### src/rtl/pipeline_hazard_controller.sv
// Execute-stage hazard controller: load-use stalls, taken-branch flushes,
// and ownership of the multi-cycle MULT/DIV unit with HI/LO reader stalls.
// Also keeps a saturating count of PC-stall cycles for performance work.
//
// Signalling: every output is meaningful every cycle (no valid/ready pair).
// Stall/flush outputs are combinational from the current Decode/Execute
// contents; startMulDiv is a one-cycle pulse that the MULT/DIV unit must
// accept unconditionally; mulDivBusy/mulDivDone come from registered state.
module pipeline_hazard_controller #(
   parameter int MULDIV_LATENCY    = 32,
   parameter int STALL_COUNT_WIDTH = 32
) (
   input  logic                         clock,
   input  logic                         resetMachine,
   input  logic [4:0]                   rsAddress_Decode,
   input  logic [4:0]                   rtAddress_Decode,
   input  logic                         usesRt_Decode,
   input  logic                         startMulDiv_Decode,
   input  logic                         readHiLo_Decode,
   input  logic                         enableReadDataMemory_Execute,
   input  logic                         enableWriteRegisterFile_Execute,
   input  logic [4:0]                   addressWriteRegisterFile_Execute,
   input  logic                         enableBranchProgramCounter_Execute,
   output logic                         stallProgramCounter,
   output logic                         stallFetchDecode,
   output logic                         flushFetchDecode,
   output logic                         flushDecodeExecute,
   output logic                         startMulDiv,
   output logic                         mulDivBusy,
   output logic                         mulDivDone,
   output logic [STALL_COUNT_WIDTH-1:0] stallCycles
);

   // Latency is at most 255, so the remaining-cycle counter fits in 8 bits.
   localparam logic [7:0] LAST_COUNT = 8'(MULDIV_LATENCY - 1);

   typedef enum logic {ST_IDLE, ST_BUSY} state_t;

   state_t                         r_state;
   logic [7:0]                     r_count;
   logic [STALL_COUNT_WIDTH-1:0]   r_stallCycles;

   logic w_active;
   logic w_branch;
   logic w_loadUse;
   logic w_busy;
   logic w_done;
   logic w_mulDivHazard;
   logic w_stall;
   logic w_issue;

   // Hazard terms; everything is forced low while reset is held.
   assign w_active       = ~resetMachine;
   assign w_branch       = w_active & enableBranchProgramCounter_Execute;
   assign w_loadUse      = w_active
                           & enableReadDataMemory_Execute
                           & enableWriteRegisterFile_Execute
                           & (addressWriteRegisterFile_Execute != 5'd0)
                           & ((addressWriteRegisterFile_Execute == rsAddress_Decode)
                              | (usesRt_Decode
                                 & (addressWriteRegisterFile_Execute == rtAddress_Decode)));
   assign w_busy         = (r_state == ST_BUSY);
   assign w_done         = w_busy & (r_count == 8'd0);
   assign w_mulDivHazard = w_active & w_busy & (readHiLo_Decode | startMulDiv_Decode);

   // A taken branch overrides any stall: the Decode instruction is wrong-path.
   assign w_stall = ~w_branch & (w_loadUse | w_mulDivHazard);

   // A MULT/DIV issues only from IDLE, and never when it is wrong-path or
   // still waiting for its load operand.
   assign w_issue = w_active & ~w_busy & startMulDiv_Decode & ~w_branch & ~w_loadUse;

   assign stallProgramCounter = w_stall;
   assign stallFetchDecode    = w_stall;
   assign flushFetchDecode    = w_branch;
   assign flushDecodeExecute  = w_branch | w_stall;
   assign startMulDiv         = w_issue;
   assign mulDivBusy          = w_busy;
   assign mulDivDone          = w_done;
   assign stallCycles         = r_stallCycles;

   // MULT/DIV occupancy FSM: BUSY lasts exactly MULDIV_LATENCY cycles and a
   // taken branch does not abort it; only reset does.
   always_ff @(posedge clock or posedge resetMachine) begin
      if (resetMachine) begin
         r_state <= ST_IDLE;
         r_count <= 8'd0;
      end else begin
         case (r_state)
            ST_IDLE: begin
               if (w_issue) begin
                  r_state <= ST_BUSY;
                  r_count <= LAST_COUNT;
               end
            end
            ST_BUSY: begin
               if (r_count == 8'd0) begin
                  r_state <= ST_IDLE;
               end else begin
                  r_count <= r_count - 8'd1;
               end
            end
            default: begin
               r_state <= ST_IDLE;
               r_count <= 8'd0;
            end
         endcase
      end
   end

   // Performance counter of PC-stall cycles, saturating at all-ones.
   always_ff @(posedge clock or posedge resetMachine) begin
      if (resetMachine) begin
         r_stallCycles <= '0;
      end else if (w_stall && (r_stallCycles != {STALL_COUNT_WIDTH{1'b1}})) begin
         r_stallCycles <= r_stallCycles + 1'b1;
      end
   end

endmodule

### config.mk
export PLATFORM = sky130hd
export DESIGN_NAME = pipeline_hazard_controller
export DESIGN_NICKNAME = d
export VERILOG_FILES = /design/src/rtl/pipeline_hazard_controller.sv
export SDC_FILE = /design/constraint.sdc
export NUM_CORES = 1
export LEC_CHECK = 0
export ABC_AREA = 1
export CAP_MARGIN = 20
export CORE_MARGIN = 5
export CORE_UTILIZATION = 35
export DETAILED_ROUTE_END_ITERATION = 10
export GPL_TIMING_DRIVEN = 1
export SYNTH_ARGS = -nofsm -noshare
export SYNTH_HDL_FRONTEND = slang
export SYNTH_SLANG_ARGS = --single-unit
### constraint.sdc
create_clock -name clock -period 5.8 [get_ports clock]
set_input_delay 0.58 -clock clock [delete_from_list [all_inputs] [get_ports clock]]
set_output_delay 0.58 -clock clock [all_outputs]
set_load 0.05 [all_outputs]
* Word-level counts from Yosys, hierarchy flattened
Index checks and enable logic that the tools add are counted.
Operators by class: add/sub/neg operators 2, equal/unequal tests 5, multiplexer cells 6, bitwise logic cells 22, reduce and logical (&&, ||, !) cells 4
Operators with widths (count):
- $add 32x1->32 const B | 1
- $ne 32x32->1 const B | 1
- $mux 8 | 2
- $pmux 8 s2 | 1
- $and 1x1->1 | 14
- $eq 5x5->1 | 2
- $logic_not 8->1 | 1
- $sub 8x1->8 const B | 1
- $reduce_bool 5->1 | 1
- $ne 2x2->1 const B | 2
- $not 1->1 | 4
- $or 1x1->1 | 4
- $mux 1 | 2
- $pmux 1 s2 | 1
- $reduce_and 2->1 | 1
- $logic_and 1x1->1 | 1
Storage, ports and cells: register bits 41, output and inout port bits 39

* Depth between registers and ports, before layout
depth in word-level cells 9, mapped depth 12

* Least setup slack after synthesis
No wires, ideal clock.
kind in2out, start point in resetMachine, end point out stallProgramCounter, data arrival time 3.052 ns, required time 5.220 ns, path slack 2.168 ns, cell stages on the path 4, buffers on the path 1, path through inv_1 -> o211ai_1 -> a21oi_1 -> buf_4
Between the ends: word-level cells in the longest chain between the ends 7, elaborated cells between the ends (all ways) 11, classes of those cells bitwise: 11
Ends and longest elaborated chain:
- from (decl) | RTL line 14 | input logic resetMachine,
- $not 1->1 (*) | RTL line 53 | assign w_active = ~resetMachine;
- $and 1x1->1 | RTL line 56 | & enableReadDataMemory_Execute
- $and 1x1->1 | RTL line 57 | & enableWriteRegisterFile_Execute
- $and 1x1->1 | RTL line 58 | & (addressWriteRegisterFile_Execute != 5'd0)
- $and 1x1->1 | RTL line 59 | & ((addressWriteRegisterFile_Execute == rsAddress_Decode)
- $or 1x1->1 | RTL line 67 | assign w_stall = ~w_branch & (w_loadUse | w_mulDivHazard);
- $and 1x1->1 (*) | RTL line 67
- to (decl) | RTL line 24 | output logic stallProgramCounter,
Mark *: on every way between the ends. The rest lies on a longest branch, timed or not.

* Worst setup path in the final report
Same ends and word-level chain as after synthesis.

==> metrics.cfg <==
[run_status]
run_status=finished clean

[timing]
setup_total_negative_slack_ns=0
fin_max_slew_vios=0
max_freq_mhz=286
finalSetupViolations=0
finalWorstPathRequiredPeriod_ns=3.50
finalCritPeriodShare=0.603
slew_at_the_pin_closest_to_its_max_slew_limit_ns=0.646
finalHoldViolations=0
relSlewSlack=0.568
rsz0062_at_grt=false
finalClockSkew_ns=0.00798

[synth]
largest_family_of_logic_cells_by_synthesized_area=simple AND/OR/NAND/NOR gates
seq_area_frac_synth=0.339
post_synth_and_or_nand_nor_area_fraction=0.487
mapped_area_mm2=0.00303
synth_commonest_cells=nand2_1 (192), nor2_1 (60), inv_1 (42)
yosys.area_share.adder=0.0124
synthDistinctLibCells=28
synth-compound-area-share=0.0256
postSynthAreaPerCell_um2=6.47
postSynthNetCount=494
synth.largest_area_cell=dfrtp_1
ys_ff_latch=41
synth_top_area_share=0.339
count_of_flip_flops_with_a_built_in_enable_after_synthesis=0
post_synth_xor_area_fraction=0.0521
synthesized_instance_count=468
yosys_warnings=0
share_of_cell_area_taken_by_muxes_after_synthesis=0
synth_flop_cell=dfrtp_1
synth_async_sr_flop_share=1.00
netlist_top_cells_area=dfrtp_1 (34%), nand2_1 (24%), nand4_1 (8.1%)
synth_most_common_cell=nand2_1

[die]
start_util=0.352
die_height_um=103
fp.dieArea_mm2=0.0106
dieWidth_um=103
io_pins=62
total_core_area_mm2=0.00859
placement_rows=34

[placed_design]
gp_congestion=0.879
io_buffers=61
detailedPlacementHpwl_um=6120

[detailed_routing]
vias=3132
drt-initial-drc-count=146
wl_um=8170
vias_per_cell=4.95
ant_nets=0
drc=0
routedWlPerCell_um=12.9
firstDrtPassIters=5

[critical_path]
endpoint_kind=primary output
r2r_slack_ns=3.17
startpoint_types=input pin
critical_path.max_fanout=44
required_ns=5.22
timing.critical_path.arrival_ns=2.92
worst-setup-path-type=input pin to primary output

[run]
maxCapViolCount=0

[global_route]
first_global_vias=2913
track_usage=0.162
grt_pass1_wl_um=13800
maximum_number_of_pins_on_one_net_before_global_route_repair=45
grt.overflow.total=0
antenna_found_initial=0

[power]
max-vdd-ir-drop_v=0.000196
p_leak_uw=0.00180
power-per-cell-area_mw_per_mm2=202

[cells_and_area]
syn_to_layout_area_delta_pct=26.7
antenna_cells=0
final_core_utilization=0.446
fin_nets=550
final_layout_size_suffix_gt1_frac=0.0476

[worst_hold_path]
min_path_type=flop to flop

[clock_network]
clk_pin_slew_ns=0.08
clock_sink_count=41
cts.repair.resized=0
number_of_buffers_created_by_cts=5
cts_hold_repair.buffers=0
ctsLongestPathBuffers=2
post-cts-setup-buffer-count=0
tritoncts=built
htreeDepth=2
insertion_delay_ns=0.30
clock-root-buffer=clkbuf_8

-- area by class of cell --
class | count | area, um2
clock buffer | 5 | 68.8
timing repair buffer | 63 | 626
inverter | 45 | 169
multi-input combinational | 368 | 1750
fill | 906 | 4760
clock inverter | 3 | 65.1
tap | 108 | 135
sequential | 41 | 1030
-- per-stage QoR --
step                hold slack, ns  power (uW)  instances  cell area, um2  setup WS [ns]
floorplan                    0.478         440        468            3030           2.17
global placement             0.495         503        625            3700           2.25
detailed placement           0.525         503        625            3700           2.23
CTS                          0.546         783        633            3840           2.24
global route                 0.579         813        633            3840           2.04
finish                       0.536         775        633            3840           2.30
-- worst max-delay path, stage by stage --
cell and delay, ns:
clkdlybuf4s50_1 0.42, clkinv_1 0.05, buf_4 0.46, nand4_1 0.15, inv_1 0.08, nand2_1 0.11
a21oi_1 0.21, clkdlybuf4s50_1 0.84
-- routing by layer --
layer | up-vias | part of all wire | global-route usage | routed length [um]
met1 | 1463 | 0.45 | 0.216 | 3710
met4 | 0 | 0.013 | 0.0398 | 109
li1 | 1603 | - | - | -
met3 | 10 | 0.047 | 0.0277 | 386
met5 | - | 0 | 0 | 0
met2 | 56 | 0.48 | 0.273 | 3960
-- registers in the layout, indices dropped and copies added, names as in the netlist --
name	flops
r_count	8
mulDivBusy	1
stallCycles	32
-- worst paths after layout --
| path | start | endpoint | depth (start not counted) |
|---|---|---|---|
| max in group asynchronous | resetMachine | stallCycles[10]$_DFFE_PP0P_ | 3 |
| min in group asynchronous | resetMachine | r_count[4]$_DFFE_PP0P_ | 3 |
| min | stallCycles[31]$_DFFE_PP0P_ | stallCycles[31]$_DFFE_PP0P_ | 2 |
| max reg2reg | stallCycles[0]$_DFFE_PP0P_ | stallCycles[8]$_DFFE_PP0P_ | 9 |
| max | resetMachine | stallProgramCounter | 8 |
| min reg2reg | stallCycles[31]$_DFFE_PP0P_ | stallCycles[31]$_DFFE_PP0P_ | 2 |
-- layout by cell type (no fill, tap or decap), types with 3 or more instances in the layout --
| master | count |
|---|---|
| a21oi_1 | 3 |
| clkbuf_8 | 5 |
| clkdlybuf4s50_1 | 61 |
| dfrtp_1 | 41 |
| ha_1 | 3 |
| inv_1 | 41 |
| nand2_1 | 192 |
| nand3_1 | 17 |
| nand3_2 | 3 |
| nand3b_1 | 11 |
| nand4_1 | 39 |
| nor2_1 | 60 |
| nor2_2 | 5 |
| o21ai_0 | 6 |
| xnor2_1 | 7 |
| xor2_1 | 11 |
-- cells by family (layout without fill, tap and decap cells) --
| kind of cell | after synthesis | count (layout) |
|---|---|---|
| AND/OR/NAND/NOR | 333 | 333 |
| buffers and inverters | 59 | 116 |
| flip-flops | 41 | 41 |
| XOR/XNOR | 18 | 18 |
| AO/OA/AOI/OAI | 14 | 14 |
| adder cells (fa/ha/maj) | 3 | 3 |
-- where the power goes --
| part | leakage (uW) | switching, uW | internal (uW) |
|---|---|---|---|
| sequential | 0.000548 | 21.9 | 299 |
| combinational | 0.00119 | 115 | 61.6 |
| clock | 0.0000681 | 107 | 171 |
(Power assumes the default switching activity.)
